--- config.mk ---
export PLATFORM = sky130hd
export DESIGN_NAME = fc_weight_loader
export DESIGN_NICKNAME = d
export VERILOG_FILES = /design/src/rtl/fc_weight_loader.sv
export SDC_FILE = /design/constraint.sdc
export NUM_CORES = 2
export LEC_CHECK = 0
export BUFFER_PORTS_ARGS = -buffer_cell sky130_fd_sc_hd__buf_2
export CAP_MARGIN = 20
export CORE_AREA = 2 2 763 765
export CTS_BUF_LIST = sky130_fd_sc_hd__clkbuf_4 sky130_fd_sc_hd__clkbuf_8
export CTS_CLUSTER_DIAMETER = 80
export DETAILED_ROUTE_END_ITERATION = 8
export DIE_AREA = 0 0 765 767
export HOLD_SLACK_MARGIN = 0.08
export SYNTH_ARGS = -nofsm -noshare
export SYNTH_HDL_FRONTEND = slang
export SYNTH_SLANG_ARGS = --single-unit
--- constraint.sdc ---
create_clock -name clk -period 4.4 [get_ports clk]
set_clock_uncertainty 0.05 [all_clocks]
set_input_delay 0.66 -clock clk [delete_from_list [all_inputs] [get_ports clk]]
set_output_delay 0.66 -clock clk [all_outputs]
set_load 0.03 [all_outputs]
--- src/rtl/fc_weight_loader.sv ---
// Row assembler for the FC weight buffer: packs byte beats into a shadow row, then broadcasts it to every lane.
// Optional FC_WLOAD_LAST_EN adds s_last_i for early row/load termination with zero fill of the remaining lanes.
module fc_weight_loader #(
    parameter int LANES      = 128,
    parameter int DEPTH      = 84,
    parameter int BEAT_BYTES = 4,
    parameter int PTR_W      = 7
) (
    input  logic                    clk,
    input  logic                    rst,
    input  logic                    start_i,
    input  logic [PTR_W-1:0]        num_rows_i,
    input  logic                    s_valid_i,
    input  logic [8*BEAT_BYTES-1:0] s_data_i,
`ifdef FC_WLOAD_LAST_EN
    input  logic                    s_last_i,
`endif
    output logic                    s_ready_o,
    input  logic                    rd_busy_i,
    output logic                    wren_o,
    output logic [PTR_W*LANES-1:0]  wrptr_o,
    output logic [8*LANES-1:0]      weight_o,
    output logic                    busy_o,
    output logic                    done_o
);

    localparam int NBEATS = LANES / BEAT_BYTES;
    localparam int BEAT_W = (NBEATS > 1) ? $clog2(NBEATS) : 1;
    localparam int BW     = 8 * BEAT_BYTES;

    localparam logic [1:0] S_IDLE  = 2'd0;
    localparam logic [1:0] S_FILL  = 2'd1;
    localparam logic [1:0] S_WRITE = 2'd2;
    localparam logic [1:0] S_DONE  = 2'd3;

    logic [1:0]         state;
    logic [PTR_W-1:0]   rows;
    logic [PTR_W-1:0]   row_cnt;
    logic [BEAT_W-1:0]  beat_cnt;
    logic [8*LANES-1:0] shadow;
    logic               last_seen;
    logic               in_last;
    logic               accept;
    logic               row_end;
    logic [PTR_W-1:0]   rows_req;

`ifdef FC_WLOAD_LAST_EN
    assign in_last = s_last_i;
`else
    assign in_last = 1'b0;
`endif

    // Requests beyond the buffer depth are clipped rather than wrapping the row address.
    assign rows_req = (int'(num_rows_i) > DEPTH) ? PTR_W'(DEPTH) : num_rows_i;
    assign accept   = (state == S_FILL) && s_valid_i;
    assign row_end  = (beat_cnt == BEAT_W'(NBEATS - 1)) || in_last;

    always_ff @(posedge clk) begin
        if (rst) begin
            state     <= S_IDLE;
            rows      <= '0;
            row_cnt   <= '0;
            beat_cnt  <= '0;
            shadow    <= '0;
            last_seen <= 1'b0;
        end else begin
            case (state)
                S_IDLE: begin
                    if (start_i) begin
                        rows      <= rows_req;
                        row_cnt   <= '0;
                        beat_cnt  <= '0;
                        last_seen <= 1'b0;
                        state     <= (rows_req == '0) ? S_DONE : S_FILL;
                    end
                end
                S_FILL: begin
                    if (accept) begin
                        // A last-flagged beat zeroes every lane slot above it so no stale bytes leak out.
                        for (int b = 0; b < NBEATS; b++) begin
                            if (BEAT_W'(b) == beat_cnt)
                                shadow[b*BW +: BW] <= s_data_i;
                            else if (in_last && (BEAT_W'(b) > beat_cnt))
                                shadow[b*BW +: BW] <= '0;
                        end
                        if (row_end) begin
                            beat_cnt  <= '0;
                            last_seen <= in_last;
                            state     <= S_WRITE;
                        end else begin
                            beat_cnt <= beat_cnt + 1'b1;
                        end
                    end
                end
                S_WRITE: begin
                    if (!rd_busy_i) begin
                        if ((row_cnt == rows - 1'b1) || last_seen) begin
                            state <= S_DONE;
                        end else begin
                            row_cnt <= row_cnt + 1'b1;
                            state   <= S_FILL;
                        end
                    end
                end
                default: state <= S_IDLE;
            endcase
        end
    end

    // Valid/ready: a beat transfers on any rising edge where s_valid_i and s_ready_o are both high.
    assign s_ready_o = (state == S_FILL);
    assign wren_o    = (state == S_WRITE) && !rd_busy_i;
    assign wrptr_o   = (state == S_WRITE) ? {LANES{row_cnt}} : '0;
    assign weight_o  = shadow;
    assign busy_o    = (state != S_IDLE);
    assign done_o    = (state == S_DONE);

endmodule
After elaboration in Yosys (flattened, before gate mapping) --
Index checks and enable logic that the tools add are counted. W data, S select, Z words.
Cells by class: add/subtract/negate cells 3, multiply operators 0, divide/modulo/power cells 0, order comparisons 1, eq/ne operators 41, shift-type cells 0, mux-type cells 21, bitwise gates (word level) 0, reductions and logical operators 47
Operators by type and width (number):
- $mux W896 | 1
- $reduce_and A3 Y1 | 33
- $eq A5 B5 Y1 const A | 16
- $eq A4 B5 Y1 const A | 8
- $mux W7 | 4
- $eq A3 B5 Y1 const A | 4
- $mux W5 | 3
- $pmux W7 S2 | 1
- $mux W2 | 6
- $reduce_and A4 Y1 | 3
- $eq A2 B5 Y1 const A | 2
- $pmux W5 S2 | 1
- $add A7 B1 Y7 const B | 1
- $eq A7 B7 Y1 | 1
- $gt A7 B7 Y1 const B | 1
- $logic_not A7 Y1 | 1
- $sub A7 B1 Y7 const B | 1
- $ne A2 B2 Y1 const B | 3
- $pmux W2 S3 | 1
- $reduce_bool A2 Y1 | 3
- $add A5 B1 Y5 const B | 1
- $eq A1 B5 Y1 const A | 1
- $eq A5 B5 Y1 const B | 1
- $logic_not A5 Y1 | 1
- 10 further kinds | 15
Word-level totals: register bits 1046, latch bits 0, RAM bits 0, bits in read-only memories 0, input port bits 44, logic and storage cells 150, memories 0

Logic depth before layout (Yosys ltp) --
depth after elaboration 6, depth in mapped cells 9, mapped depth without buffers 8

Worst setup path before layout --
OpenSTA, ideal clock, no wires.
path type register to output, start register state[1], end output port wrptr_o[100], data arrival time 3.603 ns, slack 0.087 ns, stages on the path, launching flop included 4, cells stage by stage dfxtp_1 nor2b_1 and2_1 buf_4
Between the ends: cells in the longest elaborated chain, start to end 2
RTL lines:
- from (decl) | line 36 | logic [1:0] state;
- from (signal assigned) | line 74 | state <= (rows_req == '0) ? S_DONE : S_FILL;
- $eq A2 B2 Y1 | line 113 | assign wrptr_o = (state == S_WRITE) ? {LANES{row_cnt}} : '0;
- $mux W896 | line 113
- to (decl) | line 21 | output logic [PTR_W*LANES-1:0] wrptr_o,
No other way between the ends.

Final worst setup path --
start register row_cnt[3], end output port wrptr_o[325]
Between the ends: cells in the longest elaborated chain, start to end 1
RTL lines:
- from (decl) | line 38 | logic [PTR_W-1:0] row_cnt;
- from (signal assigned) | line 100 | row_cnt <= row_cnt + 1'b1;
- $mux W896 | line 113
No other way between the ends.

==> results.txt <==
----------------------------------------------------
[Layout]
  Final cell count without fillers ... approximately 15,000
  Fraction of layout cells with a size suffix above 1 ... a little under two fifths
  Commonest cells after routing, fill and taps aside ... nand2_1 (2,071), buf_2 (1,934), dfxtp_1 (1,045)
  Count of fill cells added during filler insertion ... just under 70,000
  Nets ... ~6,800
  Cell area after layout ... between 60,000 and 70,000 sq um
  Most frequent standard cell in the layout excluding fill and tap cells ... nand2_1
  Signed area change from the synthesized netlist to the final layout ... 40.53%

[STA]
  Final hold violations ... 0
  Crit path time final ... 3.955 ns
  Final setup violation count ... 0
  Slew @ Worst Pin ... between 1 and 1.5 ns
  Crit share post-route ... between 80% and 90%
  Max frequency ... ~250 MHz
  Count of pins over their slew limit ... 0
  Unrepaired setup endpoints after global routing ... no
  Total Neg Setup Slack ... 0 ns
  Worst slew margin relative to its limit ... 25.02%

[Synth]
  Combinational family with the most area after synthesis ... simple AND/OR/NAND/NOR gates
  Biggest area contributors in the synthesized netlist ... dfxtp_1 (48%), nand2_1 (18%), buf_4 (15%)
  Average cell area after synthesis ... between 7 and 8 sq um
  Synthesized netlist cell count ... approximately 5,700
  Post-synthesis mux area share ... less than 1%
  Post-synth net total ... ~5,700
  Share of the synthesized area in compound gates (AO/OA/AOI/OAI) ... between 10% and 20%
  Portion of synthesized cell area occupied by the leading cell type ... about half
  Number of distinct library cells after synthesis ... between 40 and 50
  Yosys warns ... 0
  Synth Area in Adders ... less than 1%
  Post-Synth XOR/XNOR Area ... less than 1%
  Simple-gate area share of the yosys netlist ... roughly a fifth
  Total standard cell area after synthesis ... about 43,000 sq um
  Sequential area share after synthesis ... 48.16%
  Top cell type by total area after synthesis ... dfxtp_1
  Yosys reg bits ... approximately 1,000

[Setup path]
  Arr. time, crit path ... 3.24 ns
  Critical path cell sequence ... and2_4 > buf_12 > buf_2
  End of the worst register-to-register path ... weight_o[128]$_SDFFE_PP0P_
  Reg-to-reg setup timing slack ... between 0.8 and 0.9 ns
  Worst r2r path cells ... 7
  Worst Setup End Kind ... primary output
  WP data required ... ~3.7 ns
  Highest cell delay on the worst timing path ... a little under 0.8 ns
  Critical Path Source Type ... flop
  Classification of the worst setup path ... reg -> out
  Peak fanout along the critical path ... 91
  Endpoint of the worst setup timing path ... wrptr_o[325]
  Standard cell with the maximum stage delay on the critical path ... dfxtp_1
  Critical path startpoint ... row_cnt[3]$_SDFFE_PP0P_
  Reg-to-reg startpoint ... state[0]$_SDFFE_PP0P_

[Job]
  Count of maximum capacitance violations ... 0

[Pwr]
  Power share of the clock group ... ~49%
  Comb pwr share ... 5.4%
  Total net switching power ... 5617 uW
  Leak pwr ... between 0.02 and 0.03 uW
  Switching power share of the total ... about 27%
  Internal portion of total power ... about 15,000 uW
  Max VDD drop ... 0.2940 mV
  Relative contribution of sequential cells to total power ... between 40% and 50%
  Total power divided by cell area ... 341.3 nW/um^2

[Global routing]
  Global-route wire length before repair ... roughly 340,000 microns
  Number of antenna violations at the first check in global routing ... 63
  Vias in the first global route ... 37,106
  Total Routing Usage GR ... about 8.4%
  Maximum number of pins on one net before global-route repair ... 176
  Congestion Overflow GR ... 0

[Route]
  Post-detailed-route via-to-cell ratio ... approximately 2.9
  Remaining antenna violation count ... 0
  Wirelength, routed ... 266,400 microns
  Total via count in the routed design ... approximately 43,000
  Drt initial violations ... just under 4,000
  Average wire per standard cell ... 18.20 microns
  Number of iterations in the first detailed-routing pass ... 6
  DRC viols ... 0

[Floorplan]
  Die H ... 767 microns
  Starting Density ... under 10%
  Die width ... roughly 770 microns
  Core area ... a little under 600,000 sq um
  Top-level port count ... 1,968
  Die outline area ... ~600,000 sq um
  Row count ... 280

[CTS]
  Cell at the root of the clock tree ... clkbuf_8
  Clock tree sinks ... 1,045
  Clock transition at the register clock pins on the worst setup and hold paths after CTS ... approximately 0.06 ns
  Number of buffers created by CTS ... between 150 and 200
  Maximum clock path buffer count ... 4
  Clock tree from TritonCTS ... built
  Clock latency reported for the late side of the worst-skew pair ... ~1 ns
  Count of H-tree levels built during CTS ... 4

[Place]
  Inst Count DP ... about 14,000
  Port Buffer Count ... just under 2,000
  DP HPWL ... 192,400 microns
  Area after detailed placement ... about 56,000 sq um
  Routability congestion estimate from global placement ... between 0.7 and 0.8

[Status]
  Status ... complete, no violations

[Worst hold path]
  Path type of the worst min-delay path ... in -> reg

----------------------------------------------------
power by group through the flow:
| stage | clock [uW] | combinational [uW] | sequential (uW) |
|---|---|---|---|
| 5_1_grt | 10900 | 1210 | 9510 |
| 4_1_cts | 10600 | 1200 | 9510 |
| 6_report | 10200 | 1130 | 9510 |
| 2_1_floorplan | 0 | 390 | 9740 |
| 3_3_place_gp | 0 | 1150 | 9710 |
| 3_5_place_dp | 0 | 1160 | 9710 |
per-layer routing:
layer	share of wire, %	wire (microns)	vias to the layer above	GRT usage (%)
met4	3.5	9372	16	3.006
met3	8.5	22520	479	1.981
met5	0.038	100	-	0
met2	48	128400	2531	14.54
met1	40	106000	20307	10.05
li1	-	-	19173	-
synthesized netlist by cell type, drive strengths merged:
| master | n |
|---|---|
| nor2b | 7 |
| a211oi | 2 |
| nand2 | 2092 |
| clkbuf | 276 |
| o22ai | 1 |
| o21a | 1 |
| nor3 | 10 |
| nor3b | 2 |
| and2 | 13 |
| o21ai | 10 |
| o31ai | 1 |
| nand3 | 10 |
| or3 | 6 |
| nor4 | 3 |
| ha | 8 |
| or4 | 1 |
| or2b | 1 |
| xnor2 | 2 |
| and3 | 9 |
| and3b | 1 |
| a21oi | 1043 |
| o211a | 1 |
| nand3b | 2 |
| a22oi | 3 |
| mux2i | 1 |
| buf | 1037 |
| xor2 | 5 |
| o32ai | 1 |
| or4b | 1 |
| nor2 | 38 |
| nand4 | 5 |
| inv | 10 |
| nand2b | 9 |
| o2111a | 1 |
| dfxtp | 1045 |
cell families after synthesis:
family,after synthesis
fa+ha+maj,8
compound gates,1064
mux,1
flops,1045
buf+inv,1323
xor+xnor,7
simple gates,2210
cell type report:
| type | instances | area, sq um | area share, % |
|---|---|---|---|
| timing repair buffer | 2164 | 11830 | 19.37 |
| sequential | 1045 | 20920 | 34.27 |
| tap | 7755 | 9703 | 15.90 |
| multi-input combinational | 3292 | 14380 | 23.56 |
| inverter | 10 | 37.54 | 0.06149 |
| clock inverter | 43 | 525.5 | 0.8609 |
| antenna | 42 | 105.1 | 0.1722 |
| clock buffer | 285 | 3547 | 5.811 |
critical path, delay by kind of cell (launching register included):
family,cells,cell delay (ns)
DFF,1,0.78
and+or+nand+nor,1,0.52
buffers and inverters,2,0.63
worst min-delay path by stage:
| stage | start | end | cells past startpoint |
|---|---|---|---|
| 3_3_place_gp | weight_o[118]$_SDFFE_PP0P_ | weight_o[118]$_SDFFE_PP0P_ | 2 |
| 2_1_floorplan | rows[6]$_SDFFE_PP0P_ | rows[6]$_SDFFE_PP0P_ | 2 |
| 4_1_cts | s_data_i[0] | weight_o[704]$_SDFFE_PP0P_ | 3 |
| 5_1_grt | s_data_i[6] | weight_o[134]$_SDFFE_PP0P_ | 3 |
| 6_report | s_data_i[1] | weight_o[353]$_SDFFE_PP0P_ | 3 |
| 3_5_place_dp | weight_o[684]$_SDFFE_PP0P_ | weight_o[684]$_SDFFE_PP0P_ | 2 |
repair_timing:
action	CTS	global route
setup buffers	0	2
resized for setup	2	0
gates cloned	1	1
endpoints found under the hold margin	193	1
pin swaps	1	1
endpoints found under the setup margin	203	11
hold buffers	49	1
sequential cells by signal, summed over array words and instances (netlist names):
register  flops
weight_o   1024
state         2
beat_cnt      5
row_cnt       7
rows          7
stage by stage:
step | hold WS [ns] | total power [uW] | util (%) | setup slack [ns]
4_1_cts | 0.1014 | 21290 | 10.52 | 0.04779
2_1_floorplan | 0.3978 | 10130 | - | 0.08741
6_report | 0.2605 | 20830 | 10.54 | 0.4450
3_3_place_gp | 0.3880 | 10870 | 9.720 | 0.6213
5_1_grt | 0.1469 | 21650 | 10.53 | 0.2624
3_5_place_dp | 0.3930 | 10870 | 9.727 | 0.5712
Note: power is estimated with default switching activity, not from simulation.
